### src/rtl/sd_cmd_pkg.sv
// Shared types and constants for the SD CMD-line transmitter.
// The tx_state_e enum gains NCC_WAIT only when CMD_WRITE_NCC_EN is defined.
package sd_cmd_pkg;

    localparam int         CMD_TOKEN_LEN    = 48;
    localparam int         CMD_CRC_BITS_LEN = 40;
    localparam logic [6:0] CRC7_POLY        = 7'h09;
    localparam int         NCC_CYCLES       = 8;

    typedef enum logic [2:0] {
        IDLE,
        SHIFT_OUT,
        CRC_OUT,
        END_BIT,
        DONE,
        LISTEN
`ifdef CMD_WRITE_NCC_EN
        ,
        NCC_WAIT
`endif
    } tx_state_e;

endpackage

### src/rtl/crc7_write.sv
// Serial CRC7 (x^7+x^3+1) generator with a shift-out mode, MSB on crc_o[6].
// Ports: sd_clk_i, rst_i, clear_i, enable_i (accumulate data_i), shift_i, crc_o.
module crc7_write
    import sd_cmd_pkg::*;
(
    input  logic       sd_clk_i,
    input  logic       rst_i,
    input  logic       clear_i,
    input  logic       enable_i,
    input  logic       shift_i,
    input  logic       data_i,
    output logic [6:0] crc_o
);

    logic [6:0] crc_q;
    logic [6:0] crc_d;
    logic       fb;

    always_comb begin
        crc_d = crc_q;
        fb    = data_i ^ crc_q[6];
        if (clear_i) begin
            crc_d = '0;
        end else if (enable_i) begin
            crc_d = {crc_q[5:0], 1'b0} ^ (fb ? CRC7_POLY : 7'h00);
        end else if (shift_i) begin
            // Present the next CRC bit on crc_o[6].
            crc_d = {crc_q[5:0], 1'b0};
        end
    end

    always_ff @(posedge sd_clk_i) begin
        if (rst_i) begin
            crc_q <= '0;
        end else begin
            crc_q <= crc_d;
        end
    end

    assign crc_o = crc_q;

endmodule

### src/rtl/cmd_write.sv
// SD CMD-line command transmitter: 48-bit token, MSB first, then listen pulse.
// Ports: sd_clk_i, rst_i, start_tx_i, cmd_index_i, cmd_arg_i, ready_o, cmd_o,
// cmd_en_o, done_o, start_listening_o. CMD_WRITE_NCC_EN adds an 8-cycle gap.
module cmd_write
    import sd_cmd_pkg::*;
(
    input  logic        sd_clk_i,
    input  logic        rst_i,
    input  logic        start_tx_i,
    input  logic [5:0]  cmd_index_i,
    input  logic [31:0] cmd_arg_i,
    output logic        ready_o,
    output logic        cmd_o,
    output logic        cmd_en_o,
    output logic        done_o,
    output logic        start_listening_o
);

    localparam logic [5:0] LAST_SHIFT = 6'(CMD_CRC_BITS_LEN - 1);
    localparam logic [5:0] LAST_CRC   = 6'd6;

    tx_state_e   state_q, state_d;
    logic [5:0]  cnt_q, cnt_d;
    logic [39:0] sh_q, sh_d;
    logic        crc_clr, crc_en, crc_shift;
    logic [6:0]  crc_w;
    logic        unused_crc;

    assign unused_crc = ^crc_w[5:0];

    crc7_write u_crc (
        .sd_clk_i (sd_clk_i),
        .rst_i    (rst_i),
        .clear_i  (crc_clr),
        .enable_i (crc_en),
        .shift_i  (crc_shift),
        .data_i   (sh_q[39]),
        .crc_o    (crc_w)
    );

    always_comb begin
        state_d           = state_q;
        cnt_d             = cnt_q;
        sh_d              = sh_q;
        crc_clr           = 1'b0;
        crc_en            = 1'b0;
        crc_shift         = 1'b0;
        ready_o           = 1'b0;
        cmd_o             = 1'b1;
        cmd_en_o          = 1'b0;
        done_o            = 1'b0;
        start_listening_o = 1'b0;
        case (state_q)
            IDLE: begin
                ready_o = 1'b1;
                if (start_tx_i) begin
                    sh_d    = {2'b01, cmd_index_i, cmd_arg_i};
                    cnt_d   = '0;
                    crc_clr = 1'b1;
                    state_d = SHIFT_OUT;
                end
            end
            SHIFT_OUT: begin
                cmd_o    = sh_q[39];
                cmd_en_o = 1'b1;
                crc_en   = 1'b1;
                sh_d     = {sh_q[38:0], 1'b0};
                if (cnt_q == LAST_SHIFT) begin
                    cnt_d   = '0;
                    state_d = CRC_OUT;
                end else begin
                    cnt_d = cnt_q + 6'd1;
                end
            end
            CRC_OUT: begin
                cmd_o     = crc_w[6];
                cmd_en_o  = 1'b1;
                crc_shift = 1'b1;
                if (cnt_q == LAST_CRC) begin
                    cnt_d   = '0;
                    state_d = END_BIT;
                end else begin
                    cnt_d = cnt_q + 6'd1;
                end
            end
            END_BIT: begin
                cmd_en_o = 1'b1;
                state_d  = DONE;
            end
            DONE: begin
                done_o  = 1'b1;
                state_d = LISTEN;
            end
            LISTEN: begin
                start_listening_o = 1'b1;
`ifdef CMD_WRITE_NCC_EN
                cnt_d   = '0;
                state_d = NCC_WAIT;
`else
                state_d = IDLE;
`endif
            end
`ifdef CMD_WRITE_NCC_EN
            NCC_WAIT: begin
                if (cnt_q == 6'(NCC_CYCLES - 1)) begin
                    cnt_d   = '0;
                    state_d = IDLE;
                end else begin
                    cnt_d = cnt_q + 6'd1;
                end
            end
`endif
            default: begin
                cnt_d   = '0;
                state_d = IDLE;
            end
        endcase
    end

    always_ff @(posedge sd_clk_i) begin
        if (rst_i) begin
            state_q <= IDLE;
            cnt_q   <= '0;
            sh_q    <= '0;
        end else begin
            state_q <= state_d;
            cnt_q   <= cnt_d;
            sh_q    <= sh_d;
        end
    end

endmodule

### config.mk
export PLATFORM = sky130hd
export DESIGN_NAME = cmd_write
export DESIGN_NICKNAME = d
export VERILOG_FILES = /design/src/rtl/sd_cmd_pkg.sv /design/src/rtl/crc7_write.sv /design/src/rtl/cmd_write.sv
export SDC_FILE = /design/constraint.sdc
export NUM_CORES = 1
export LEC_CHECK = 0
export BUFFER_PORTS_ARGS = -buffer_cell sky130_fd_sc_hd__buf_4
export CAP_MARGIN = 20
export CELL_PAD_IN_SITES_DETAIL_PLACEMENT = 0
export CELL_PAD_IN_SITES_GLOBAL_PLACEMENT = 1
export CORE_MARGIN = 1
export CORE_UTILIZATION = 43
export CTS_BUF_LIST = sky130_fd_sc_hd__clkbuf_4
export DETAILED_ROUTE_END_ITERATION = 8
export GPL_TIMING_DRIVEN = 0
export PLACE_DENSITY_LB_ADDON = 0.1
export SYNTH_ARGS = -nofsm -noshare
export SYNTH_HDL_FRONTEND = slang
export SYNTH_SLANG_ARGS = --single-unit
### constraint.sdc
create_clock -name sd_clk_i -period 1.85 [get_ports sd_clk_i]
set_input_delay 0.37 -clock sd_clk_i [delete_from_list [all_inputs] [get_ports sd_clk_i]]
set_output_delay 0.37 -clock sd_clk_i [all_outputs]
set_load 0.01 [all_outputs]
Word-level counts from Yosys, hierarchy flattened
Cells that the tools add are included.
Operators by class
  $lt $le $gt $ge: 0
  equality and inequality tests: 10
  reductions and logical operators: 9
  $mul: 0
  mux-type cells: 22
  div/mod/pow operators: 0
  $add $sub $neg: 1
  shift-type cells: 0
  bitwise operators: 3
Operator list (number)
  40-bit case mux with 2 select lines: 1
  40-bit two-way mux: 1
  6-bit case mux with 4 select lines: 1
  6-bit two-way mux: 3
  3-bit case mux with 5 select lines: 1
  7-bit two-way mux: 2
  3-bit two-way mux: 3
  1-bit two-way mux: 8
  7-bit XOR: 1
  6-bit by 1-bit adder with 6-bit output (second input constant): 1
  3-bit by 2-bit == test with 1-bit output (second input constant): 2
  3-bit == test (second input constant): 2
  6-bit by 3-bit == test with 1-bit output (second input constant): 1
  6-bit == test (second input constant): 1
  2-bit != test (second input constant): 3
  3-bit OR reduction: 2
  4-bit two-way mux: 1
  2-bit AND reduction: 2
  2-bit nonzero test: 2
  3-bit by 1-bit == test with 1-bit output (second input constant): 1
  3-bit logical NOT: 1
  3-bit AND reduction: 1
  1-bit case mux with 2 select lines: 1
  2-bit OR reduction: 1
  other kinds (2): 2
Word-level totals
  register bits after elaboration: 56
  bits in latches: 0
  bits in writable memories: 0
  bits of input ports: 41
  ROM bits: 0
  output and inout bits: 5
  memories: 0

Depth between registers and ports, before layout
  word-level depth: 4
  gate-level depth with buffers: 7

By module
A second synthesis with hierarchy kept.
Second synthesis, totals
  cell total of the unflattened synthesis: 327
  area total of the unflattened synthesis: 2621.3 um^2
Modules (own cells, without submodules)
  cmd_write: area an instance 2328.5 um^2, cells each 291, times used 1
  crc7_write: area an instance 292.8 um^2, cells each 36, times used 1

Worst setup path after synthesis
No wires, ideal clock.
  path kind: register -> register
  start point: register state_q[2]
  end point: register sh_q[33]
  slack: 0.321 ns
  clock period less this slack: 1.529 ns
  cell stages (with the launch flop): 8
  setup time: 0.089 ns
  buffers on the path: 3
  arrival: 1.441 ns
  path through: dfxtp_1 buf_4 nor3_2 and2_2 buf_6 buf_6 nand2_1 a311oi_2
On the way
  longest elaborated chain between the ends: 3
RTL lines
  start, declared: RTL line cmd_write.sv:22  | tx_state_e state_q, state_d;
  start signal, assigned: RTL line cmd_write.sv:126  | state_q <= state_d;
  3-bit by 1-bit == test with 1-bit output or 3-bit logical NOT (tied branches): RTL line cmd_write.sv:53  | case (state_q)
  2-bit nonzero test (no source line) or 2-bit != test (tied branches)
  2-bit AND reduction (no source line)
  end signal, assigned: RTL line cmd_write.sv:124  | sh_q <= '0;
  end signal, assigned: RTL line cmd_write.sv:128  | sh_q <= sh_d;
  end, declared: RTL line cmd_write.sv:24  | logic [39:0] sh_q, sh_d;
Several ways; a longest one is shown, not always the timed one.
A chain may end at the register's enable or synchronous reset.

Final worst setup path
  start point: register state_q[2]
  end point: output port cmd_o
On the way
  longest elaborated chain between the ends: 2
RTL lines
  3-bit by 2-bit == test with 1-bit output or 3-bit by 1-bit == test with 1-bit output (tied branches): RTL line cmd_write.sv:53
  1-bit case mux with 2 select lines *: RTL line cmd_write.sv:53
  end, declared: RTL line cmd_write.sv:13  | output logic cmd_o,
Every way passes the cells marked *; elsewhere a longest branch is shown, timed or not.

==> impl_results.md <==
- Status: finished, violations left
- Failing checks: setup timing
- Critical Path AT: 1.54 ns
- Final Cycle Share: 1.03
- Synth Area in Compound Gates: 0.233
- Ant. Diodes: 0
- Post-DP HPWL: 4290 um
- Final setup viols: 1
- Buf/Inv on CP: 2
- Yosys top cell by area: dfxtp_1
- # fillers: 571
- FP Rows: 28
- Starting density of the core: 0.449
- RePlAce Congestion: 0.766
- Nets: approximately 420
- Clock Root Buffer: clkbuf_4
- Worst setup margin: -0.0554 ns
- Lkg Pwr: 1.33 nW
- Worst hold path class: input pin to flop
- Largest net degree at the start of global routing: 17
- Htree depth: 2
- Yosys Warn Count: 0
- Routed Antenna Nets: 0
- Synth Net Count: 362
- Slew Viols, Final: 0
- Worst slew pin tran: 0.693 ns
- Dpl ws: 0.111 ns
- Die area: 6580 um2
- Initial DRT Pass Iterations: 4
- Clk_skew: 0.0217 ns
- Avg Inst Size Synth: 8.43 um2
- Most instantiated library cell after synthesis: nand2_1
- Minimum clock period: roughly 1.9 ns
- Syn Std Cell Area: ~2700 um2
- Worst hold margin: around 0.24 ns
- M1 GR Usage: 0.265
- Share of cells above drive strength 1: 0.284
- Power share of the sequential group: 0.534
- Net Sw Frac: 0.281
- Critical path launch point type: flop
- Crit path max-delay family: simple AND/OR/NAND/NOR gates
- Clock buffer depth: 2
- Normalized max-slew margin: 0.538
- Logic pwr share: 0.206
- Req. time, crit path: 1.48 ns
- Initial drt markers: 87
- Number of global-route vias before repair: 2310
- DR DRC count: 0
- Internal power: ~1.8 mW
- Synth Area in Simple Gates: 0.247
- Worst skew pair latency: 0.38 ns
- Setup CP Type: flop to primary output
- Largest family of logic cells by synthesized area: simple AND/OR/NAND/NOR gates
- Clock sink count: 56
- Pwr dens: approximately 760 nW/um2
- RSZ-0062 raised after global routing: true
- Top cell type's share of synthesized area: 0.417
- Antenna violations before repair: 0
- Total grt overflow: 0
- Core ar.: 5990 um2
- Xor/xnor share of the synthesized area: 0.0130
- First-pass GRT wire length: about 10000 um
- Max Clk Rate: 525 MHz
- Clock share of power: 0.260
- Worst VDD drop: between 0.3 and 0.4 mV
- Met2 Usage GRT: 0.341
- Met3 GRT Util: 0.0326
- Syn Inst Count: between 300 and 400
- Vias: 2401
- Io pins: 46
- Clk slew on worst S/H paths: between 0.15 and 0.2 ns
- Layout area overhead: 24.0%
- Most Crowded Layer GR: met2
- Detailed-route wire length per cell: approximately 14 um
- Max-cap violations: 0
- Asr flop ratio synth: 0
- Commonest cells post-synth: 83 x nand2_1, 57 x nor2_1, 56 x dfxtp_1
- Mux cell area share after synthesis: 0.0186
- Number of distinct library cells after synthesis: 42
- Critical-path maximum fanout: 5
- Num CTS Buffers: 5
- Chip height: between 80 and 90 um
- Synth top area cells: dfxtp_1 42%, nand2_1 12%, a311oi_2 11%, nor2_1 8.0%, a311oi_1 5.9%
- Number of flops mapped to enable cells by yosys: 0
- Critical Path End Type: primary output
- CTS tree: built
- Die extent in x: 81.1 um
- Seq cells post-synth: 56
- Port bufs: 44
- Final hold vios: 0
- Drt via density: 5.28
- CP max stage cell: or3b_4
- GRT Total Usage: 0.202
- Sw Pwr: 712 uW
- Final WL: 6160 um
- Synth Area in Adders: 0.00930
- Predominant post-synthesis flop cell: dfxtp_1
- Seq/Total Area, Yosys: 0.417
- Worst path max stage delay: 0.42 ns
- CP cell instances: buf_8, or3b_4, nand2_4, nand2_2, buf_6
layout by cell type, fill, tap and decap left out, drive strengths merged, types with 4 or more instances in the layout:
cell type  count
o21ai          5
nand2         83
buf           65
a21oi          9
nor3           4
dfxtp         56
inv            5
clkbuf        18
a311oi        37
mux2i          5
nor2          57
cells by family (layout without fill, tap and decap cells):
family / count (synthesis) / count (layout)
and+or+nand+nor: 159 / 159
AOI/OAI and AO/OA: 63 / 63
DFF: 56 / 56
buffers and inverters: 30 / 91
muxes: 5 / 5
xor gates and xnor gates: 4 / 4
adders and majority gates: 2 / 2
metal layers:
metal	wire length [um]	share of wire
met1	3050	0.50
met2	2890	0.47
met3	166	0.027
met4	45	0.0073
met5	0	0
tightest hold or removal path: stages:
cell and delay [ns]:
buf_4 0.11, nand2_1 0.05, a21oi_1 0.05
per-stage QoR:
stage,utilization,cells,total power [mW],setup TNS (ns),cell area [um2]
final,0.557,455,2.53,-0.0554,3330
after global routing,0.557,455,2.67,-0.708,3330
after CTS,0.548,451,2.54,-0.0660,3280
after detailed placement,0.520,438,1.87,0,3110
after global placement,0.520,438,1.86,0,3110
after floorplan,-,319,1.71,0,2690
power by group through the flow:
stage / Sequential, mW / Combinational [mW] / Clock, mW
floorplan: 1.37 / 0.342 / 0
global placement: 1.38 / 0.486 / 0
detailed placement: 1.38 / 0.493 / 0
CTS: 1.35 / 0.520 / 0.671
global route: 1.37 / 0.581 / 0.721
finish: 1.35 / 0.521 / 0.659
final cells by class:
type,instances,area [um2],share of cell area
Multi-Input combinational cell,233,1450,0.436
Sequential cell,56,1120,0.337
Timing Repair Buffer,54,409,0.123
Buffer,24,159,0.0477
Tap cell,75,93.8,0.0281
Clock buffer,5,37.5,0.0113
Clock inverter,3,37.5,0.0113
Inverter,5,18.8,0.00563
what timing repair did:
item                       CTS  global route
setup endpoints to repair    1             6
cloned                       0             0
pin swaps                    3             3
hold buffers                 0             0
buffers inserted             5             5
resized for setup           15             9
final timing paths:
path                    to    startpoint  cells after the start  slack (ns)
setup / recovery     cmd_o    state_q[2]                      5       -0.06
hold / removal     sh_q[0]  cmd_arg_i[0]                      3        0.24
setup reg to reg  sh_q[31]    state_q[2]                      8        0.06
hold reg to reg   sh_q[39]      sh_q[38]                      2        0.46
flip-flops by register name, summed over array words and instances, names as in the netlist:
signal / cells
cnt_q: 6
state_q: 3
u_crc.crc_o: 7
sh_q: 40
No activity file was read; power rests on OpenSTA's default activity.
